$ cat src/rtl/pipelined_addsub.sv
// Carry-chunked pipelined adder/subtractor with valid/ready flow control.
// Define PIPELINED_ADDSUB_SAT_EN for saturating signed results (default: wrap).
module pipelined_addsub #(
  parameter int WIDTH  = 16,
  parameter int STAGES = 4
) (
  input  logic             clk,
  input  logic             rst,
  input  logic             in_valid,
  output logic             in_ready,
  input  logic [WIDTH-1:0] a,
  input  logic [WIDTH-1:0] b,
  input  logic             sub,
  input  logic             cin,
  output logic             out_valid,
  input  logic             out_ready,
  output logic [WIDTH-1:0] s,
  output logic             cout,
  output logic             ovf
);
  localparam int CW  = WIDTH / STAGES;
  localparam int LS  = STAGES - 1;
  localparam int SKW = (STAGES > 1) ? STAGES - 1 : 1;

  logic             adv;
  logic             v_q    [STAGES];
  logic             c_q    [STAGES];
  logic [WIDTH-1:0] sum_q  [STAGES];
  logic [WIDTH-1:0] ha_q   [SKW];
  logic [WIDTH-1:0] hb_q   [SKW];
  logic             ovf_q;

  logic             v_d    [STAGES];
  logic             c_in   [STAGES];
  logic [WIDTH-1:0] op_a   [STAGES];
  logic [WIDTH-1:0] op_b   [STAGES];
  logic [WIDTH-1:0] sum_in [STAGES];
  logic [CW:0]      chunk  [STAGES];
  logic [WIDTH-1:0] sum_d  [STAGES];
  logic             ovf_d;
  logic [WIDTH-1:0] res_d;

  assign adv       = !v_q[LS] || out_ready;
  assign in_ready  = adv;
  assign out_valid = v_q[LS];
  assign s         = sum_q[LS];
  assign cout      = c_q[LS];
  assign ovf       = ovf_q;

  // Operands stay right-aligned in the skew registers so every stage adds
  // bits [CW-1:0]; finished chunks shift in from the top of the deskew word.
  genvar gi;
  generate
    for (gi = 0; gi < STAGES; gi++) begin : g_stage
      if (gi == 0) begin : g_head
        assign op_a[gi]   = a;
        assign op_b[gi]   = sub ? ~b : b;
        assign c_in[gi]   = sub | cin;
        assign sum_in[gi] = '0;
        assign v_d[gi]    = in_valid;
      end else begin : g_body
        assign op_a[gi]   = ha_q[gi-1];
        assign op_b[gi]   = hb_q[gi-1];
        assign c_in[gi]   = c_q[gi-1];
        assign sum_in[gi] = sum_q[gi-1];
        assign v_d[gi]    = v_q[gi-1];
      end
      assign chunk[gi] = {1'b0, op_a[gi][CW-1:0]} + {1'b0, op_b[gi][CW-1:0]}
                       + {{CW{1'b0}}, c_in[gi]};
      assign sum_d[gi] = (sum_in[gi] >> CW)
                       | (WIDTH'(chunk[gi][CW-1:0]) << (WIDTH - CW));
    end
  endgenerate

  // The last stage holds the operand sign bits, so overflow is decided there.
  assign ovf_d = (op_a[LS][CW-1] == op_b[LS][CW-1])
              && (chunk[LS][CW-1] != op_a[LS][CW-1]);

`ifdef PIPELINED_ADDSUB_SAT_EN
  always_comb begin
    res_d = sum_d[LS];
    if (ovf_d) begin
      res_d = op_a[LS][CW-1] ? {1'b1, {(WIDTH-1){1'b0}}} : {1'b0, {(WIDTH-1){1'b1}}};
    end
  end
`else
  assign res_d = sum_d[LS];
`endif

  always_ff @(posedge clk) begin
    if (rst) begin
      for (int k = 0; k < STAGES; k++) begin
        v_q[k]   <= 1'b0;
        c_q[k]   <= 1'b0;
        sum_q[k] <= '0;
      end
      for (int k = 0; k < SKW; k++) begin
        ha_q[k] <= '0;
        hb_q[k] <= '0;
      end
      ovf_q <= 1'b0;
    end else if (adv) begin
      for (int k = 0; k < STAGES; k++) begin
        v_q[k]   <= v_d[k];
        c_q[k]   <= chunk[k][CW];
        sum_q[k] <= (k == LS) ? res_d : sum_d[k];
      end
      for (int k = 0; k < STAGES - 1; k++) begin
        ha_q[k] <= op_a[k] >> CW;
        hb_q[k] <= op_b[k] >> CW;
      end
      ovf_q <= ovf_d;
    end
  end
endmodule

$ cat config.mk
export PLATFORM = sky130hd
export DESIGN_NAME = pipelined_addsub
export DESIGN_NICKNAME = d
export VERILOG_FILES = /design/src/rtl/pipelined_addsub.sv
export SDC_FILE = /design/constraint.sdc
export NUM_CORES = 1
export LEC_CHECK = 0
export BUFFER_PORTS_ARGS = -buffer_cell sky130_fd_sc_hd__buf_4
export CELL_PAD_IN_SITES_DETAIL_PLACEMENT = 2
export CELL_PAD_IN_SITES_GLOBAL_PLACEMENT = 2
export CORE_MARGIN = 2
export CORE_UTILIZATION = 44
export DETAILED_ROUTE_END_ITERATION = 16
export GPL_TIMING_DRIVEN = 0
export HOLD_SLACK_MARGIN = 0.06
export PLACE_DENSITY_LB_ADDON = 0.1
export SLEW_MARGIN = 40
export SYNTH_ARGS = -nofsm -noshare
export SYNTH_HDL_FRONTEND = slang
export SYNTH_SLANG_ARGS = --single-unit
$ cat constraint.sdc
create_clock -name clk -period 8.5 [get_ports clk]
set_clock_uncertainty 0.1 [all_clocks]
set_input_delay 0.85 -clock clk [delete_from_list [all_inputs] [get_ports clk]]
set_output_delay 0.85 -clock clk [all_outputs]
set_load 0.01 [all_outputs]
Yosys cells after proc, flatten, opt, wreduce, memory -nomap -nowiden
Memory sizes are Yosys's and may differ from the RTL's.
Index checks and enable logic that the tools add are counted.
- latch bits: 0
- RAM bits: 144
- memories: 5
- ROM bits: 0
- register bits after elaboration: 1
- input port bits: 38
- output and inout bits: 20
- reduce and logical (&&, ||, !) cells: 3
- bitwise operators: 23
- order comparisons: 0
- $add $sub $neg: 8
- div/mod/pow operators: 0
- muxes and demuxes: 24
- shift-type cells: 0
- equal/unequal tests: 2
- $mul: 0
- memories (memory ; words ; bits a word ; rd ports ; clocked after Yosys merged registers in ; write ports ; line ; source):
    sum_q ; 4 ; 16 ; 4 ; 0 ; 4 ; 28 ; logic [WIDTH-1:0] sum_q [STAGES];
    ha_q ; 3 ; 12 ; 3 ; 0 ; 3 ; 29 ; logic [WIDTH-1:0] ha_q [SKW];
    hb_q ; 3 ; 12 ; 3 ; 0 ; 3 ; 30 ; logic [WIDTH-1:0] hb_q [SKW];
    c_q ; 4 ; 1 ; 4 ; 0 ; 4 ; 27 ; logic c_q [STAGES];
    v_q ; 4 ; 1 ; 4 ; 0 ; 4 ; 26 ; logic v_q [STAGES];
- operator list (cell ; number):
    $mux W16 ; 5
    $mux W12 ; 6
    $or A12 B16 Y16 ; 3
    $add A4 B4 Y5 ; 4
    $add A5 B1 Y5 ; 4
    $or A1 B1 Y1 ; 19
    $not A16 Y16 ; 1
    $mux W1 ; 13
    $eq A1 B1 Y1 ; 1
    $logic_and A1 B1 Y1 ; 1
    $logic_not A1 Y1 ; 1
    $logic_or A1 B1 Y1 ; 1
    $ne A1 B1 Y1 ; 1

Longest topological paths before layout
Gate-level depths: netlist (run 1).
An unclocked memory read counts as a cell.
- depth in word-level cells: 7
- gate-level depth with buffers: 8
- gate-level depth less buffers: 6

Least setup slack after synthesis (run 1)
OpenSTA, ideal clock, no wires.
- path kind: input to register
- from: input port rst
- to: memory c_q[0][0] (enable)
- setup time: 0.907 ns
- slack: 4.748 ns
- arrival time: 2.745 ns
- stages on the path: 3
- path through: inv_1 clkbuf_1 nand2_1
- RTL lines (item ; line ; source):
    start: declaration ; 8 ; input logic rst,
    end: declaration ; 27 ;

==> results.md, run 1 <==
- Classification of the worst-slack hold path: flop to flop
- Initial antenna violation count: 0
- Startpoint of the worst register-to-register path: c_q[0][2]
- Post-synthesis sequential area ratio: approximately two thirds
- Die area: 0.0107 mm²
- Classification of the worst setup path: primary input to flop
- Endpoint of the most critical register-to-register path: c_q[0][3]
- Depth of the most critical reg-to-reg path: 5
- Leading post-synthesis cells by cell area: sky130_fd_sc_hd__edfxtp_1, sky130_fd_sc_hd__and3_1, sky130_fd_sc_hd__fa_1
- Number of gates given a new drive strength after cts: 0
- Count of yosys warnings during synthesis: 0
- Most used DFF post-synth: sky130_fd_sc_hd__edfxtp_1
- CORE AREA: ~0.0097 mm²
- Min Clock Period, post-route: about 2.8 ns
- Proportion of synthesized flip-flops having asynchronous set or reset: 0%
- Maximum number of pins on one net before global-route repair: 47
- Count of mapped cells out of synthesis: 297
- Slew Viols, Final: 0
- Number of max-cap violations: 0
- Post-synthesis share of cell area spent on and, or, nand and nor gates: 14.7%
- Storage cell area: 0.00290 mm²
- Proportion of synthesized area in mux cells: 0.692%
- Gp weighted congestion: 0.760
- Number of library cell types mapped by synthesis: 30
- Number of buffers inserted by post-CTS setup repair: 0
- Vias/cell: approximately 5.2
- Unrepaired setup endpoints after global routing: false
- Drc violations: 0
- Number of antenna diodes: 0
- Maximum buffer depth of the clock tree: 2
- Hold worst-path end: ovf
- Final Net Count: 424
- Crit path arrival time: between 2 and 3 ns
- Endpoint class of the critical path: flop
- Tightest slew margin relative to the limit: 66.5%
- Maximum clock frequency: 362 MHz
- Die H: 103 µm
- Post-synthesis cell area: 0.00434 mm²
- Status: finished clean
- Max rail drop VDD: approximately 80 µV
- Syn nets: between 300 and 400
- Buffers on Ports: 56
- Largest driver fanout on the critical path: 10
- Power Density: around 190 mW/mm²
- Source-to-sink clock delay at the later pin of the worst-skew pair: around 0.37 ns
- Number of global-route vias before repair: ~2.9k
- Clock buffer count from CTS: 9
- Clock transition time at the flip-flop clock pins of the worst setup and hold paths: 0.10 ns
- Wire length of the first global-routing pass: 15500 µm
- Dominant combinational cell family by area after synthesis: simple AND/OR/NAND/NOR gates
- Effective utilization at floorplan: 44.8%
- Final setup TNS: 0 ns
- Hold violation count in the final report: 0
- Routed length per placed instance: 19.9 µm
- CTS hold repair buffers: 0
- Share of the cycle needed by the critical path after routing: about a third
- Synth Area in Adders: 7.16%
- Hold Path Depth: 2
- Multi-input logic area: 0.00127 mm²
- Via count: 2622
- Critical path data required time: 8.51 ns
- Most frequent cells after synthesis: sky130_fd_sc_hd__edfxtp_1, sky130_fd_sc_hd__and3_1, sky130_fd_sc_hd__nor2_1
- 1st-iter DRT viols: 87
- Width of the die: just over 100 µm
- Total placed cells including tap cells: 488
- Final setup violation count: 0
- Fraction of final layout cells with drive strength greater than 1: around 26%
- Count of flip-flops with a built-in enable after synthesis: 96
- Clock root buffer: sky130_fd_sc_hd__clkbuf_8
- Post-synthesis average cell area: 14.6 µm²
- Std cell rows: 36
- Global route total overflow: 0
- Placed wire-length estimate after detailed placement: 7070 µm
- Final standard cell count with taps included and fillers excluded: approximately 500
- Slew at the pin closest to its max-slew limit: 0.502 ns
- Pleak: 2.43 nW
- Startpoint of the lowest-slack hold path: ovf
- Aggregate global-route resource usage: between 10% and 20%
- Complex-gate fraction of the synthesized area: 2.91%
- Synth top area share: 66.5%
- Number of fill cells: 906
- Io pins: between 50 and 60
- TritonCTS Sinks: 97
- First-pass detailed-route iteration total: 4
- Startpoint type of the worst setup path: primary input
- CTS tree: yes
- Xor/xnor cell area share of the yosys netlist: 3.64%
- Synth Register Bits: 97
- Syn-to-layout area delta: 18.8%
- CTS H-tree depth: 3
- Synth area leader: sky130_fd_sc_hd__edfxtp_1
- Most common cell in the netlist: sky130_fd_sc_hd__edfxtp_1
- Number of antenna-violating nets in the routed design: 0
- DRT Wirelength: between 10000 and 15000 µm
- Flop2flop setup slack: 6.37 ns
[routing by layer]
metal	global-route usage [%]	up-vias	part of all wire [%]
li1	-	1224	-
met1	24.5	1333	42
met2	35.9	55	53
met3	2.96	10	3.3
met4	7.09	0	1.1
met5	0	-	0
[kinds of logic after synthesis]
kind of cell | after synthesis
multiplexers | 3
AO/OA/AOI/OAI | 19
adder cells (fa/ha/maj) | 20
flip-flops | 97
buffers and inverters | 30
XOR/XNOR | 18
AND/OR/NAND/NOR | 110
[how the worst max path moves through the flow]
stage | startpoint | end | slack, ns | cells after the start
after floorplan | rst | c_q[0][0] | 4.75 | 3
after global placement | rst | hb_q[0][0] | 3.57 | 4
after detailed placement | sub | c_q[0][0] | 5.35 | 8
after CTS | sub | c_q[0][0] | 5.74 | 8
after global routing | sub | c_q[0][0] | 5.67 | 8
final | sub | c_q[0][0] | 5.74 | 8
[flip-flops by register name, indices dropped and copies added, names as in the netlist]
signal / cells
sum_q: 40
hb_q: 24
ha_q: 24
v_q: 4
ovf: 1
c_q: 4
[stage by stage]
stage          area (µm²)  power, W  util (%)  hold WS [ns]  setup slack, ns
4_1_cts              5150  0.000968      53.2         0.451             5.74
3_3_place_gp         4920  0.000677      50.8         0.389             3.57
3_5_place_dp         4970  0.000689      51.3         0.437             5.35
5_1_grt              5150  0.000996      53.2         0.466             5.67
2_1_floorplan        4340  0.000639         -         0.428             4.75
6_report             5150  0.000962      53.2         0.441             5.74
[layout by cell type (no fill, tap or decap), types with 6 or more instances in the layout]
master / netlist / layout
sky130_fd_sc_hd__ha_1: 12 / 12
sky130_fd_sc_hd__buf_6: 6 / 6
sky130_fd_sc_hd__nand3_1: 6 / 6
sky130_fd_sc_hd__clkbuf_1: 5 / 6
sky130_fd_sc_hd__buf_4: 2 / 58
sky130_fd_sc_hd__clkbuf_8: 0 / 10
sky130_fd_sc_hd__a21oi_1: 9 / 9
sky130_fd_sc_hd__xnor2_1: 14 / 14
sky130_fd_sc_hd__and3_1: 70 / 70
sky130_fd_sc_hd__fa_1: 8 / 8
sky130_fd_sc_hd__nor2_1: 18 / 18
sky130_fd_sc_hd__edfxtp_1: 96 / 96
sky130_fd_sc_hd__buf_2: 7 / 7
sky130_fd_sc_hd__inv_1: 9 / 9
[area by class of cell]
| cell class | count | share of cell area, % |
|---|---|---|
| tap | 133 | 3.23 |
| clock buffer | 11 | 2.74 |
| clock inverter | 5 | 0.777 |
| buffer | 20 | 2.65 |
| timing repair buffer | 58 | 8.94 |
| sequential | 97 | 56.3 |
| inverter | 10 | 0.729 |
| multi-input combinational | 170 | 24.6 |
[worst max-delay path, stage by stage]
cell                      delay (ns)
sky130_fd_sc_hd__buf_4          0.16
sky130_fd_sc_hd__buf_4          0.21
sky130_fd_sc_hd__or2_2          0.32
sky130_fd_sc_hd__fa_1           0.42
sky130_fd_sc_hd__fa_1           0.43
sky130_fd_sc_hd__a21o_1         0.20
sky130_fd_sc_hd__a21oi_1        0.14
sky130_fd_sc_hd__nor2_1         0.05
[power breakdown]
group | switching [W] | internal (W)
logic | 0.0000516 | 0.0000518
clock network | 0.000168 | 0.000116
registers | 0.0000118 | 0.000562
total | 0.000232 | 0.000730
No activity file was read; power rests on OpenSTA's default activity.
==> inputs of run 2 (changes only) <==
ABC_AREA = 1   (was unset)
CORE_UTILIZATION = 40   (was 44)
clock period = 2.7 ns   (was 8.5 ns; I/O delays follow)
==> run 2 against run 1 <==
Net effect:
- worst hold slack got worse by 0.30 ns
- critical path depth up 1
- sequential share of layout area is 6.6 points lower
- global-route usage shrank 5.1 points
- synthesized area is 13% higher
- count of clock-buffer cells in the layout down 1
- non-clock buffer count decreased by 9
- clock power increased to 4.4 times the previous value
- utilization down 4.6 points
- final area up 13%
==> results.md, run 2 <==
- Aggregate global-route resource usage: 14.8% (-5.1 points)
- Synth Area in Adders: 6.31% (-0.84 points)
- Io pins: 58 (unchanged)
- Complex-gate fraction of the synthesized area: 1.53% (-1.4 points)
- Clock buffer count from CTS: 9 (unchanged)
- Maximum clock frequency: approximately 480 MHz
- Share of the cycle needed by the critical path after routing: 77.2%
- Number of flip-flops in the largest register: 40 (unchanged)
- First-pass detailed-route iteration total: 4 (unchanged)
- Post-synthesis share of cell area spent on and, or, nand and nor gates: 19.5% (+4.9 points)
- Slew Viols, Final: 0 (unchanged)
- Registers with the most flip-flops: sum_q: 40 flops, ha_q: 24 flops, hb_q: 24 flops
- Leading post-synthesis cells by cell area: sky130_fd_sc_hd__edfxtp_1, sky130_fd_sc_hd__nor2_4, sky130_fd_sc_hd__inv_1
- Pleak: 2.45 nW (+0.88%)
- Clock transition time at the flip-flop clock pins of the worst setup and hold paths: 0.06 ns (-0.04 ns)
- Proportion of synthesized area in mux cells: 0% (-0.69 points)
- Storage cell area: 0.00290 mm² (unchanged)
- Post-route design area: 0.00584 mm² (+13%)
- Via count: 2709 (+3.3%)
- Min Clock Period, post-route: 2.08 ns
- Number of antenna diodes: 0 (unchanged)
- Number of fill cells: 1190 (+31%)
- Synth area leader: sky130_fd_sc_hd__edfxtp_1
- 1st-iter DRT viols: 102 (+17%)
- DRT Wirelength: 8880 µm (-11%)
- Wire length of the first global-routing pass: 14500 µm (-6.4%)
- Hold violation count in the final report: 0 (unchanged)
- Most common cell after layout, fill and taps aside: sky130_fd_sc_hd__edfxtp_1
- Buffers on Ports: 56 (unchanged)
- Initial antenna violation count: 0 (unchanged)
- Proportion of synthesized flip-flops having asynchronous set or reset: 0% (unchanged)
- Drc violations: 0 (unchanged)
- Maximum buffer depth of the clock tree: 2 (unchanged)
- Most frequent cells after synthesis: sky130_fd_sc_hd__edfxtp_1, sky130_fd_sc_hd__inv_1, sky130_fd_sc_hd__nor2_4
- Post-synthesis cell area: 0.00492 mm² (+13%)
- Global route total overflow: 0 (unchanged)
- Register containing the most flip-flops in the final layout: sum_q
- Number of library cell types mapped by synthesis: 21 (-30%)
- Number of buffers inserted by post-CTS setup repair: 0 (unchanged)
- Std cell rows: 40 (+11%)
- Most used DFF post-synth: sky130_fd_sc_hd__edfxtp_1
- Die H: 115 µm (+11%)
- Vias/cell: 4.54 (-13%)
- Unrepaired setup endpoints after global routing: false
- Number of max-cap violations: 0 (unchanged)
- Effective utilization at floorplan: 40.9% (-3.9 points)
- Syn-to-layout area delta: 18.8% (about the same)
- Die area: 0.0132 mm² (+24%)
- Multi-input logic area: 0.00150 mm² (+19%)
- Critical path data required time: 2.68 ns (-5.83 ns)
- Status: finished clean
- Depth of the most critical reg-to-reg path: 6 (+1)
- Final Net Count: 504 (+19%)
- Count of mapped cells out of synthesis: 378 (+27%)
- Count of yosys warnings during synthesis: 0 (unchanged)
- Fin worst setup slack: 0.616 ns (-5.12 ns)
- Most common cell in the netlist: sky130_fd_sc_hd__edfxtp_1
- Dominant combinational cell family by area after synthesis: simple AND/OR/NAND/NOR gates
- Clock root buffer: sky130_fd_sc_hd__clkbuf_16
- Maximum number of pins on one net before global-route repair: 64 (+36%)
- Final core utilization: 48.6% (-4.6 points)
- Width of the die: 115 µm (+11%)
- Classification of the worst setup path: primary input to flop
- Classification of the worst-slack hold path: primary input to flop
- Number of antenna-violating nets in the routed design: 0 (unchanged)
- Synth Register Bits: 97 (unchanged)
- CORE AREA: 0.0120 mm² (+24%)
- Number of gates given a new drive strength after cts: 0 (unchanged)
- Post-Place Worst Slack: 0.265 ns (-5.08 ns)
- Power Density: 609 mW/mm² (+230%)
- Post-synthesis sequential area ratio: 59.0% (-7.9 points)
- TritonCTS Sinks: 97 (unchanged)
- Count of flip-flops with a built-in enable after synthesis: 96 (unchanged)
- Synth top area share: 58.6% (-7.8 points)
- Placed wire-length estimate after detailed placement: 6320 µm (-11%)
- Slew at the pin closest to its max-slew limit: 0.328 ns (-0.175 ns)
- DP Area: 0.00556 mm² (+12%)
- Commonest non-fill, non-tap cells in the layout: sky130_fd_sc_hd__edfxtp_1, sky130_fd_sc_hd__inv_1, sky130_fd_sc_hd__nor2_4, sky130_fd_sc_hd__buf_4, sky130_fd_sc_hd__nor2_1
- Tightest slew margin relative to the limit: 78.1% (+12 points)
- Final setup violation count: 0 (unchanged)
- Post-synthesis average cell area: 13.0 µm² (-11%)
- Hold Path Depth: 3 (+1)
- CTS tree: yes
- Source-to-sink clock delay at the later pin of the worst-skew pair: 0.34 ns (-0.03 ns)
- Syn nets: 436 (+23%)
- Xor/xnor cell area share of the yosys netlist: 2.85% (-0.78 points)
- Max rail drop VDD: 315 µV (+290%)
- Number of global-route vias before repair: 2942 (+2.9%)
- Endpoint class of the critical path: flop
- Startpoint type of the worst setup path: primary input
- Crit path arrival time: 2.07 ns (-0.70 ns)
- Gp weighted congestion: 0.743 (-2.3%)
- CTS hold repair buffers: 0 (unchanged)
- Largest driver fanout on the critical path: 10 (unchanged)
- Routed length per placed instance: 14.9 µm (-25%)
- CTS H-tree depth: 3 (unchanged)
- Fraction of final layout cells with drive strength greater than 1: 32.7% (+7.1 points)
[run 2: cell type report]
cell class / count / share of cell area, %
Tap cell: 147 / 3.15
Sequential cell: 97 / 49.7
Inverter: 93 / 5.98
Clock inverter: 5 / 0.814
Buffer: 12 / 3.04
Clock buffer: 10 / 3.92
Multi-Input combinational cell: 176 / 25.7
Timing Repair Buffer: 57 / 7.67
[run 2: through the flow]
step,hold WS [ns],TNS (ns),instances,total power [W]
global route,0.142,0,597,0.00371
finish,0.140,0,597,0.00356
floorplan,0.387,0,378,0.00220
CTS,0.134,0,597,0.00361
detailed placement,0.389,0,582,0.00236
global placement,0.363,-2.52,581,0.00233
[run 2: layer usage]
layer | GRT usage (%) | wire, µm | part of all wire [%]
met3 | 3.32 | 313 | 3.5
met1 | 16.5 | 3530 | 40
met5 | 0 | 0 | 0
met4 | 5.78 | 128 | 1.4
met2 | 27.4 | 4900 | 55
[run 2: kinds of logic (layout without fill, tap and decap cells)]
| kind of cell | Yosys count | in the layout |
|---|---|---|
| AO/OA/AOI/OAI | 15 | 15 |
| XOR/XNOR | 16 | 16 |
| adder cells (fa/ha/maj) | 20 | 20 |
| buffers and inverters | 105 | 177 |
| flip-flops | 97 | 97 |
| AND/OR/NAND/NOR | 125 | 125 |
[run 2: power breakdown]
part	switching, W	total [W]	internal [W]
clock	0.000535	0.00124	0.000704
sequential	0.0000394	0.00182	0.00178
combinational	0.000280	0.000499	0.000219
total	0.000854	0.00356	0.00271
[run 2: worst paths after layout]
| check | endpoint | start | slack [ns] |
|---|---|---|---|
| max | c_q[0][0] | sub | 0.62 |
| min | ha_q[0][4] | a[8] | 0.14 |
| max reg2reg | c_q[0][3] | c_q[0][2] | 0.69 |
| min reg2reg | ovf | ovf | 0.39 |
[run 2: critical path, stage by stage]
cell                      delay, ns
sky130_fd_sc_hd__buf_6         0.12
sky130_fd_sc_hd__buf_6         0.16
sky130_fd_sc_hd__or2_2         0.31
sky130_fd_sc_hd__fa_1          0.41
sky130_fd_sc_hd__fa_1          0.39
sky130_fd_sc_hd__nand2_1       0.08
sky130_fd_sc_hd__inv_1         0.05
sky130_fd_sc_hd__o21ai_0       0.16
sky130_fd_sc_hd__a21oi_1       0.10
